File: src/rtl/uart_rx_ctrl.sv
// rtl/uart_rx_ctrl.sv - 8N1 UART receiver with ready/valid byte output and error pulses
// Mid-bit sampling from a BAUD_CNT-clock timer; one-deep output register.
module uart_rx_ctrl #(
    parameter int unsigned BAUD_CNT = 416
) (
    input  logic       clk,
    input  logic       rst_n,
    input  logic       rx,
    output logic [7:0] data,
    output logic       valid,
    input  logic       ready,
    output logic       busy,
    output logic       frame_err,
    output logic       overrun
);

    localparam logic [15:0] HALF_LOAD = 16'(BAUD_CNT / 2 - 1);
    localparam logic [15:0] FULL_LOAD = 16'(BAUD_CNT - 1);

    typedef enum logic [2:0] {
        IDLE  = 3'd0,
        START = 3'd1,
        DATA  = 3'd2,
        STOP  = 3'd3,
        BREAK = 3'd4
    } state_t;

    state_t      state_q, state_d;
    logic [2:0]  sync_q;
    logic [2:0]  fill_q;
    logic        prev_q;
    logic [15:0] timer_q, timer_d;
    logic [2:0]  bit_q, bit_d;
    logic [7:0]  shift_q, shift_d;
    logic [7:0]  data_q;
    logic        valid_q;
    logic        frame_err_q;
    logic        overrun_q;
    logic        deliver;
    logic        ferr_d;
    logic        rx_s;
    logic        fall;
    logic        expiry;

    assign rx_s   = sync_q[2];
    assign expiry = (timer_q == 16'd0);
    // prev_q only reports a high once real line samples have filled the
    // synchronizer, so a line held low out of reset never looks like an edge.
    assign fall   = prev_q & ~rx_s;

    always_ff @(posedge clk or negedge rst_n) begin
        if (!rst_n) begin
            sync_q <= 3'b111;
            fill_q <= 3'b000;
            prev_q <= 1'b0;
        end else begin
            sync_q <= {sync_q[1:0], rx};
            fill_q <= {fill_q[1:0], 1'b1};
            prev_q <= fill_q[2] & rx_s;
        end
    end

    always_ff @(posedge clk or negedge rst_n) begin
        if (!rst_n) begin
            state_q <= IDLE;
            timer_q <= 16'd0;
            bit_q   <= 3'd0;
            shift_q <= 8'h00;
        end else begin
            state_q <= state_d;
            timer_q <= timer_d;
            bit_q   <= bit_d;
            shift_q <= shift_d;
        end
    end

    always_comb begin
        state_d = state_q;
        timer_d = timer_q;
        bit_d   = bit_q;
        shift_d = shift_q;
        deliver = 1'b0;
        ferr_d  = 1'b0;
        unique case (state_q)
            IDLE: begin
                if (fall) begin
                    state_d = START;
                    timer_d = HALF_LOAD;
                end
            end
            START: begin
                if (!expiry) begin
                    timer_d = timer_q - 16'd1;
                end else if (!rx_s) begin
                    state_d = DATA;
                    timer_d = FULL_LOAD;
                    bit_d   = 3'd0;
                end else begin
                    state_d = IDLE;
                end
            end
            DATA: begin
                if (!expiry) begin
                    timer_d = timer_q - 16'd1;
                end else begin
                    shift_d = {rx_s, shift_q[7:1]};
                    timer_d = FULL_LOAD;
                    if (bit_q == 3'd7) begin
                        state_d = STOP;
                    end else begin
                        bit_d = bit_q + 3'd1;
                    end
                end
            end
            STOP: begin
                if (!expiry) begin
                    timer_d = timer_q - 16'd1;
                end else if (rx_s) begin
                    state_d = IDLE;
                    deliver = 1'b1;
                end else begin
                    state_d = BREAK;
                    ferr_d  = 1'b1;
                end
            end
            BREAK: begin
                if (rx_s) begin
                    state_d = IDLE;
                end
            end
            default: state_d = IDLE;
        endcase
    end

    // A delivery into a full, unaccepted register is dropped and flagged;
    // a simultaneous transfer frees the slot so the new byte lands.
    always_ff @(posedge clk or negedge rst_n) begin
        if (!rst_n) begin
            data_q      <= 8'h00;
            valid_q     <= 1'b0;
            frame_err_q <= 1'b0;
            overrun_q   <= 1'b0;
        end else begin
            frame_err_q <= ferr_d;
            overrun_q   <= deliver & valid_q & ~ready;
            if (deliver && (!valid_q || ready)) begin
                data_q  <= shift_q;
                valid_q <= 1'b1;
            end else if (valid_q && ready) begin
                valid_q <= 1'b0;
            end
        end
    end

    assign data      = data_q;
    assign valid     = valid_q;
    assign busy      = (state_q != IDLE);
    assign frame_err = frame_err_q;
    assign overrun   = overrun_q;

endmodule

File: config.mk
export PLATFORM = sky130hd
export DESIGN_NAME = uart_rx_ctrl
export DESIGN_NICKNAME = d
export VERILOG_FILES = /design/src/rtl/uart_rx_ctrl.sv
export SDC_FILE = /design/constraint.sdc
export NUM_CORES = 1
export LEC_CHECK = 0
export BUFFER_PORTS_ARGS = -buffer_cell sky130_fd_sc_hd__buf_2
export CORE_MARGIN = 3
export CORE_UTILIZATION = 30
export CTS_CLUSTER_SIZE = 25
export DETAILED_ROUTE_END_ITERATION = 16
export PLACE_DENSITY = 0.47
export SLEW_MARGIN = 20
export SYNTH_ARGS = -nofsm -noshare
export SYNTH_HDL_FRONTEND = slang
export SYNTH_SLANG_ARGS = --single-unit
File: constraint.sdc
create_clock -name clk -period 8.15 [get_ports clk]
set_input_delay 1.2225 -clock clk [delete_from_list [all_inputs] [get_ports clk]]
set_output_delay 1.2225 -clock clk [all_outputs]
set_load 0.03 [all_outputs]
[Yosys cells after proc, flatten, opt, wreduce, memory -nomap -nowiden]
Cells that the tools add are included.
Storage, ports and cells
  latch bits: 0
  bits in read-only memories: 0
  input bits: 4
  memories kept: 0
  logic and storage cells: 76
  flip-flop bits (word level): 48
  output and inout bits: 12
  bits in writable memories: 0
Cells by class
  mux-type cells: 28
  bitwise operators: 6
  divide/modulo/power cells: 0
  $add $sub $neg: 2
  shift-type cells: 0
  multipliers: 0
  magnitude comparators: 0
  reduce and logical (&&, ||, !) cells: 14
  eq/ne operators: 15
Operator list (count)
  16-bit two-way mux: 5
  16-bit case mux with 4 select lines: 1
  3-bit two-way mux: 11
  2-bit != test, second input constant: 9
  16-bit zero test: 1
  16-bit by 1-bit subtractor with 16-bit output, second input constant: 1
  3-bit case mux with 5 select lines: 1
  1-bit two-way mux: 8
  3-bit by 2-bit equality test with 1-bit output, second input constant: 2
  3-bit equality test, second input constant: 2
  3-bit case mux with 2 select lines: 1
  6-bit AND reduction: 1
  5-bit AND reduction: 1
  1-bit bitwise AND: 4
  4-bit AND reduction: 1
  2-bit nonzero test: 2
  4-bit nonzero test: 1
  3-bit by 1-bit adder with 3-bit output, second input constant: 1
  3-bit by 1-bit equality test with 1-bit output, second input constant: 1
  3-bit zero test: 1
  3-bit != test, second input constant: 1
  3-bit nonzero test: 1
  1-bit logical AND: 2
  2-bit two-way mux: 1
  other kinds (4): 5

[Depth between registers and ports, before layout]
Gate-level depths: netlist of run 1.
  depth in word-level cells: 5
  mapped depth: 9
  gate-level depth less buffers: 7

[Least setup slack after synthesis of run 1]
Ideal clock, no wire load.
  path kind: register -> register
  start point: register timer_q[0]
  end point: register bit_q[0]
  stages on the path, launching flop included: 9
  buffers on the path: 1
  period minus slack after synthesis: 2668 ps
  arrival time: 2543 ps
  required time: 8025 ps
  library setup time: 125 ps
  path slack: 5482 ps
  cell sequence: dfrtp_1 > inv_1 > ha_1 > or3b_2 > buf_2 > or3_4 > or4_1 > or2_1 > mux2_4
On the way
  word-level cells in the longest chain between the ends: 3
  elaborated cells between the ends (all ways): 4
  those cells by class: eq/ne (2); reduce/logical (2)
RTL lines
  from (decl): line 32  | logic [15:0] timer_q, timer_d;
  from (signal assigned): line 71  | timer_q <= timer_d;
  16-bit zero test (*): line 46  | assign expiry = (timer_q == 16'd0);
  2-bit != test (no source line)
  5-bit AND reduction (no source line) (*)
  to (signal assigned): line 72  | bit_q <= bit_d;
  to (decl): line 33  | logic [2:0] bit_q, bit_d;
Every way passes the cells marked *; elsewhere a longest branch is shown, timed or not.
A chain may end at the register's enable or synchronous reset.

[Worst setup path after layout of run 1]
  start point: register timer_q[0]
  end point: register data_q[5], in the netlist data[5]
On the way
  word-level cells in the longest chain between the ends: 4
RTL lines
  16-bit zero test: line 46
  1-bit two-way mux: line 116  | if (!expiry) begin
  1-bit two-way mux: line 84  | unique case (state_q)
  1-bit logical AND: line 146  | if (deliver && (!valid_q || ready)) begin
  to (signal assigned): line 147  | data_q <= shift_q;
  to (decl): line 35  | logic [7:0] data_q;
Every way passes these cells.

==> impl_metrics.tcl, run 1 <==
set metrics [dict create \
    outcome "finished, final reports clean" \
    hold_viol_final 0 \
    n_antenna_cell 0 \
    clk_pin_slew_ns 0.09 \
    final_antenna_net_count 0 \
    synth_area_per_cell_sq_um 10.8 \
    num_vias 1568 \
    async_reset_ff_share_pct 100 \
    synth_warnings 0 \
    hp-class "reg -> reg" \
    synth_seq_cells 48 \
    syn_nets 210 \
    cts_setup_buffers 0 \
    routed_via_density 4.98 \
    cp-start-kind "register" \
    synth_cell_types 46 \
    ir_worst_vdd_v 0.0000980 \
    core_sq_um 6940 \
    fp.dieArea_sq_um 8390 \
    areaGrowthSynthToFinish_pct 13.2 \
    numPortBuffers 15 \
    worstSetupPathType "reg -> reg" \
    ioPinCount 16 \
    routed_wl_um 4460 \
    rows 30 \
    mappedNetlistArea_sq_um 2200 \
    start_util_pct 31.6 \
    cp.arrival_ns 3.16 \
    grt_pass1_vias 1533 \
    overflow 0 \
    end_kind "register" \
    clock_skew_ns 0.00440 \
    rsz0062_at_grt "false" \
    first_iter_violations 90 \
    htreeDepth 2 \
    slew_headroom_pct 48.9 \
    drc 0 \
    synth_flop_cell "dfrtp_1" \
    grt.total_usage_pct 11.5 \
    maxSlewViolCount 0 \
    tns_ns 0 \
    die_w_um 91.6 \
    clk_latency_ns 0.30 \
    dp_hpwl_um 3030 \
    synth_edf_count 0 \
    clockBufferDepth 2 \
    cts_sinks 48 \
    layout.nets 225 \
    fin_crit_ns 2.97 \
    maxCapViolCount 0 \
    synthTopCellsByArea "dfrtp_1, mux2_2, dfstp_2" \
    post_cts_resized 0 \
    tritoncts "yes" \
    yosysSeqAreaShare_pct 54.8 \
    max_freq_mhz 337 \
    root_buffer "clkbuf_8" \
    globalplace.congestion 0.786 \
    cts_made_buffers 5 \
    leakage_nw 1.19 \
    wire_per_inst_um 14.2 \
    finalPower_uw 682 \
    synth_cells 203 \
    grt_pass1_wl_um 7750 \
    slowest_delay_ns 0.60 \
    required_ns 8.34 \
    grt_max_degree 49 \
    dr.pass1.iters 4 \
    stdcell_area_sq_um 2490 \
    power_per_cell_area_nw_per_um2 274 \
    crit_slowest_cell "nor2b_1" \
    die_h_um 91.6 \
    cp_cell_sequence "inv_1 > ha_1 > or3b_2 > nor4_1 > nand4_1 > nor2b_1 > mux2_2" \
    crit_path_max_fanout 9 \
    placed_area_sq_um 2370 \
    cts_hold_buf 0 \
    finalCritPeriodShare_pct 36.4 \
    layout-drive-gt1-share_pct 22.8 \
    antenna_found_initial 0 \
    yosysTopAreaCellShare_pct 51.3 \
    worstMarginPinSlew_ns 0.758 \
    yosys.area.top_type "dfrtp_1" \
    setup-violations-final 0 \
]
[cells by family (layout without fill, tap and decap cells)]
family,after synthesis,after routing,share of synthesized area [%]
AOI/OAI and AO/OA,45,45,13.2
xor gates and xnor gates,1,1,0.399
adders and majority gates,3,3,1.71
buffers and inverters,11,27,2.05
DFF,48,48,54.8
muxes,18,18,9.34
other,1,1,0.171
and+or+nand+nor,76,76,18.3
[final timing paths]
check	to	slack (ns)	start	depth (start not counted)
worst min-delay path	fill_q[2]	0.36	fill_q[1]	0
worst max-delay path	data[5]	5.18	timer_q[0]	7
worst max register to register	data[5]	5.18	timer_q[0]	7
worst min register to register	fill_q[2]	0.36	fill_q[1]	0
min in group asynchronous	timer_q[0]	1.00	rst_n	2
max in group asynchronous	overrun	6.72	rst_n	2
[layout make-up]
cell class,count,area (sq um)
multi-input combinational,144,947
clock inverter,2,38.8
fill,691,4460
sequential,48,1200
clock buffer,6,82.6
timing repair buffer,16,82.6
inverter,3,11.3
tap,96,120
[per-layer routing]
layer / up-vias / wire length [um] / track usage (%) / share of wire [%]
li1: 758 / - / - / -
met1: 775 / 2210 / 16.0 / 50
met2: 31 / 2030 / 17.7 / 45
met3: 4 / 186 / 3.15 / 4.2
met4: 0 / 36 / 3.02 / 0.81
met5: - / 0 / 0 / 0
[cell usage after synthesis (all sizes together) (4+ instances only)]
| cell type | count |
|---|---|
| or3 | 8 |
| mux2 | 17 |
| clkbuf | 5 |
| nor2b | 4 |
| or4 | 6 |
| nor3 | 4 |
| nor2 | 19 |
| or2 | 4 |
| a31oi | 5 |
| dfrtp | 45 |
| o21ai | 12 |
| nand2 | 17 |
| a21oi | 10 |
[worst max-delay path: cells and delay by family, from the launching register on]
family | cells | cell delay, ns
fa+ha+maj | 1 | 0.17
simple gates | 4 | 1.79
mux | 1 | 0.41
buf+inv | 1 | 0.07
flops | 1 | 0.42
[layout by cell type (no fill, tap or decap), types with 2 or more instances in the layout]
| cell | synthesis | final |
|---|---|---|
| o21a_1 | 2 | 2 |
| ha_1 | 3 | 3 |
| a21o_1 | 3 | 3 |
| nand2b_1 | 2 | 2 |
| buf_2 | 3 | 15 |
| or2_2 | 3 | 3 |
| dfrtp_1 | 45 | 45 |
| o21ai_0 | 11 | 11 |
| mux2_2 | 16 | 16 |
| nand3_1 | 3 | 3 |
| or4_1 | 6 | 6 |
| a31oi_1 | 5 | 5 |
| inv_1 | 3 | 3 |
| nor2_1 | 19 | 19 |
| dfstp_2 | 3 | 3 |
| nor2b_1 | 4 | 4 |
| o311ai_0 | 2 | 2 |
| nor3_1 | 4 | 4 |
| a22o_1 | 3 | 3 |
| a21oi_1 | 10 | 10 |
| clkbuf_8 | 0 | 6 |
| nand4_1 | 2 | 2 |
| or3_1 | 7 | 7 |
| nand2_1 | 17 | 17 |
[sequential cells by signal, summed over array words and instances (netlist names)]
| signal | count |
|---|---|
| valid | 1 |
| fill_q | 3 |
| state_q | 3 |
| data | 8 |
| timer_q | 16 |
| shift_q | 8 |
| frame_err | 1 |
| prev_q | 1 |
| sync_q | 3 |
| bit_q | 3 |
| overrun | 1 |
[power breakdown]
part	internal, mW	switching [mW]	total, mW
clock	0.100	0.0856	0.186
combinational	0.0723	0.0997	0.172
sequential	0.278	0.0456	0.324
[metrics by stage]
stage                     cells  hold WS, ns  util (%)  worst slack (ns)
final                       315        0.358      35.8              5.18
after floorplan             203        0.331         -              5.48
after detailed placement    307        0.338      34.1              5.15
after global placement      307        0.334      34.1              5.25
after global routing        315        0.366      35.8              4.97
after CTS                   315        0.360      35.8              5.15
No activity file was read; power rests on OpenSTA's default activity.
==> inputs of run 2 (changes only) <==
Settings changed: PLACE_DENSITY 0.47 to 0.49.
Clock period 8.15 ns to 2.6 ns, I/O delays scaled along.
==> impl_metrics.tcl, run 2 (synthesis results as in run 1) <==
set metrics [dict create \
    dr.pass1.iters 4 \
    final_antenna_net_count 0 \
    outcome "finished, final reports clean" \
    clk_latency_ns 0.30 \
    clock_skew_ns 0.00895 \
    drc 0 \
    ir_worst_vdd_v 0.000326 \
    numPortBuffers 15 \
    hp-class "in -> async" \
    stdcell_area_sq_um 2620 \
    overflow 0 \
    rsz0062_at_grt "false" \
    cts_made_buffers 5 \
    end_kind "register" \
    finalCritPeriodShare_pct 97.5 \
    worstSetupPathType "reg -> reg" \
    layout-drive-gt1-share_pct 30.2 \
    crit_slowest_cell "or4_1" \
    routed_wl_um 4600 \
    layout.nets 241 \
    layout_commonest_cell "dfrtp_1" \
    dp_hpwl_um 3280 \
    fin_crit_ns 2.53 \
    cp.depth 5 \
    wire_per_inst_um 13.9 \
    htreeDepth 2 \
    required_ns 2.80 \
    globalplace.congestion 0.769 \
    rr_worst_depth 5 \
    power_per_cell_area_nw_per_um2 803 \
    dp_cells 322 \
    grt_max_degree 26 \
    tritoncts "yes" \
    hold_viol_final 0 \
    clk_pin_slew_ns 0.10 \
    first_iter_violations 94 \
    leakage_nw 1.26 \
    largest-register "timer_q" \
    crit_family "simple AND/OR/NAND/NOR gates" \
    fin_cells 331 \
    start_util_pct 31.6 \
    grt_pass1_vias 1634 \
    core_sq_um 6940 \
    max_freq_mhz 395 \
    root_buffer "clkbuf_8" \
    fp.dieArea_sq_um 8390 \
    layout_common_cells "dfrtp_1, nor2_1, nand2_1, mux2_2, buf_4" \
    largest_reg_flops 16 \
    setup-violations-final 0 \
    antenna_found_initial 0 \
    worstMarginPinSlew_ns 0.625 \
    cp.arrival_ns 2.73 \
    num_vias 1621 \
    die_h_um 91.6 \
    seq_area_sq_um 1200 \
    cp_cell_sequence "or4_1 > or3_4 > or4_4 > or2_4 > mux2_4" \
    rows 30 \
    maxCapViolCount 0 \
    cts_sinks 48 \
    die_w_um 91.6 \
    clockBufferDepth 2 \
    cp-start-kind "register" \
    crit_path_max_fanout 5 \
    n_antenna_cell 0 \
    placed_area_sq_um 2490 \
    ioPinCount 16 \
    areaGrowthSynthToFinish_pct 19.1 \
    slew_headroom_pct 58.2 \
    critPathBufInv 0 \
    maxSlewViolCount 0 \
    utilization_pct 37.7 \
    slowest_delay_ns 0.63 \
    multi_input_area_sq_um 967 \
    routed_via_density 4.90 \
    fillers 693 \
    grt_pass1_wl_um 8020 \
    grt.total_usage_pct 11.8 \
]
-- run 2: changes by cell type in the layout (fill, tap and decap cells not counted), sizes merged --
cell / delta
clkinv: -1
clkinvlp: +2
bufinv: -1
buf: +16
-- run 2: cell type report --
class                   count  area share [%]
multi-input cells         144            37.0
inverters                   3           0.430
flip-flops and latches     48            46.1
clock buffers               6            3.16
repair buffers             32            8.23
clock inverters             2           0.574
well taps                  96            4.59
-- run 2: stage by stage --
step | worst slack (ns) | hold WS (ns) | setup TNS, ns | power [mW]
2_1_floorplan | 0.0271 | 0.0944 | 0 | 1.39
5_1_grt | 0.00531 | 0.120 | 0 | 2.25
4_1_cts | 0.0721 | 0.103 | 0 | 2.10
3_3_place_gp | 0.00400 | 0.335 | 0 | 1.60
3_5_place_dp | -0.0337 | 0.338 | -0.0433 | 1.61
6_report | 0.0655 | 0.0749 | 0 | 2.10
-- run 2: final timing paths --
kind	startpoint	endpoint	slack (ns)
setup / recovery	timer_q[9]	bit_q[0]	0.07
hold / removal	rst_n	timer_q[5]	0.07
setup reg to reg	timer_q[9]	bit_q[0]	0.07
hold reg to reg	sync_q[1]	sync_q[2]	0.36
max in group asynchronous	rst_n	sync_q[0]	1.91
min in group clk	rx	sync_q[0]	0.19
-- run 2: where the power goes --
part / internal, mW / switching (mW)
logic: 0.294 / 0.357
registers: 0.867 / 0.105
clock network: 0.216 / 0.261
-- run 2: routing by layer --
metal | track usage, % | vias up | wire length [um]
met1 | 16.8 | 793 | 2300
met5 | 0 | - | 0
li1 | - | 794 | -
met4 | 3.27 | 0 | 34
met2 | 18.0 | 30 | 2080
met3 | 2.73 | 4 | 183
-- run 2: repair_timing --
| item | in CTS | in global routing |
|---|---|---|
| pin swaps | 0 | 2 |
| endpoints found under the hold margin | 0 | 0 |
| hold buffers | 0 | 0 |
| gates resized for setup | 1 | 5 |
| setup endpoints to repair | 3 | 10 |
| buffers inserted | 0 | 1 |
==> inputs of run 3 (changes only) <==
--- a/config.mk
+++ b/config.mk
@@ -9,5 +9,5 @@
 export CORE_MARGIN = 3
 export CORE_UTILIZATION = 30
-export CTS_CLUSTER_SIZE = 25
+export CTS_BUF_LIST = sky130_fd_sc_hd__clkbuf_8
 export DETAILED_ROUTE_END_ITERATION = 16
 export PLACE_DENSITY = 0.49
==> constraint.sdc (replaced) <==
create_clock -name clk -period 2.6 [get_ports clk]
set_input_delay 0 -clock clk [delete_from_list [all_inputs] [get_ports clk]]
set_output_delay 0 -clock clk [all_outputs]
set_load 0.03 [all_outputs]
==> impl_metrics.tcl, run 3 (synthesis results as in run 1) <==
set metrics [dict create \
    tritoncts "yes" \
    antenna_found_initial 0 \
    worstMarginPinSlew_ns 0.588 \
    swShare_pct 34.5 \
    cp-start-kind "register" \
    power_per_cell_area_nw_per_um2 784 \
    core_sq_um 6940 \
    comb_power_share_pct 31.8 \
    worstSetupPathType "reg -> reg" \
    globalplace.congestion 0.752 \
    numPortBuffers 15 \
    clock_skew_ns 0.00857 \
    layout.nets 244 \
    grt_pass1_wl_um 7800 \
    dr.pass1.iters 4 \
    maxCapViolCount 0 \
    layout-drive-gt1-share_pct 29.0 \
    cts_sinks 48 \
    setup-violations-final 0 \
    dp_hpwl_um 3160 \
    p_clk_share_pct 20.9 \
    die_h_um 91.6 \
    critPathBufInv 1 \
    outcome "finished, final reports clean" \
    cp_cell_sequence "inv_1 > ha_2 > or3b_4 > or3_4 > or4_4 > or2_4 > mux2_4" \
    grt_max_degree 47 \
    clk_pin_slew_ns 0.09 \
    end_kind "register" \
    root_buffer "clkbuf_8" \
    routed_wl_um 4540 \
    areaGrowthSynthToFinish_pct 19.3 \
    n_antenna_cell 0 \
    overflow 0 \
    slew_headroom_pct 60.8 \
    crit_family "simple AND/OR/NAND/NOR gates" \
    routed_via_density 4.79 \
    layout_commonest_cell "dfrtp_1" \
    required_ns 2.78 \
    max_freq_mhz 399 \
    p_sw_uw 709 \
    hold_viol_final 0 \
    layout_common_cells "dfrtp_1, nor2_1, buf_4, nand2_1, mux2_2" \
    grt_pass1_vias 1655 \
    hp-class "in -> async" \
    rows 30 \
    p_int_mw 1.35 \
    largest_reg_flops 16 \
    cp.arrival_ns 2.69 \
    p_seq_share_pct 47.3 \
    slowest_delay_ns 0.42 \
    num_vias 1601 \
    grt.total_usage_pct 11.6 \
    maxSlewViolCount 0 \
    ir_worst_vdd_v 0.000250 \
    drc 0 \
    cts_made_buffers 5 \
    crit_path_max_fanout 6 \
    first_iter_violations 74 \
    crit_slowest_cell "or3b_4" \
    largest-register "timer_q" \
    fin_crit_ns 2.51 \
    die_w_um 91.6 \
    ioPinCount 16 \
    clockBufferDepth 2 \
    leakage_nw 1.27 \
    clk_latency_ns 0.30 \
    wire_per_inst_um 13.6 \
    hold_ws_ns 0.237 \
    finalCritPeriodShare_pct 96.4 \
    fp.dieArea_sq_um 8390 \
    final_antenna_net_count 0 \
    utilization_pct 37.7 \
    fillers 710 \
    start_util_pct 31.6 \
    htreeDepth 2 \
]
run 3: stage by stage:
stage          power [mW]  instances  setup slack (ns)  setup TNS [ns]  cell area (sq um)
6_report             2.06        334            0.0930               0               2620
2_1_floorplan        1.39        203            0.0271               0               2200
5_1_grt              2.20        334          -0.00823        -0.00823               2620
3_3_place_gp         1.60        322           0.00258               0               2480
4_1_cts              2.05        333            0.0739               0               2600
3_5_place_dp         1.61        322           -0.0244         -0.0244               2480
run 3: per-layer routing:
layer / track usage [%] / wire (um)
met1: 15.3 / 2310
met2: 18.3 / 2040
met3: 3.15 / 129
met4: 4.15 / 61
met5: 0 / 0
run 3: what timing repair did:
action                                 4_1_cts  5_1_grt
endpoints found under the hold margin       48        0
hold buffers                                 3        0
setup endpoints to repair                    4       14
buffers inserted                             0        1
gates resized for setup                      1        4
run 3: final timing paths:
kind | depth (start not counted) | slack [ns] | to | startpoint
setup / recovery | 7 | 0.09 | bit_q[0] | timer_q[0]
setup reg to reg | 7 | 0.09 | bit_q[0] | timer_q[0]
min in group clk | 2 | 0.35 | sync_q[0] | rx
hold / removal | 2 | 0.24 | timer_q[10] | rst_n
hold reg to reg | 0 | 0.36 | fill_q[1] | fill_q[0]
max in group asynchronous | 3 | 1.76 | sync_q[2] | rst_n
run 3: final cells by class:
cell class	count	area (sq um)	share of cell area, %
clock buffer	5	68.8	2.63
clock inverter	3	16.3	0.621
tap	96	120	4.58
timing repair buffer	35	235	8.97
multi-input combinational	144	965	36.8
sequential	48	1200	46.0
inverter	3	11.3	0.430
run 3: power groups by stage:
stage / clock [mW] / combinational, mW / sequential (mW)
after global placement: 0 / 0.617 / 0.981
after CTS: 0.451 / 0.632 / 0.971
final: 0.429 / 0.653 / 0.973
after floorplan: 0 / 0.435 / 0.960
after global routing: 0.479 / 0.732 / 0.989
after detailed placement: 0 / 0.623 / 0.985
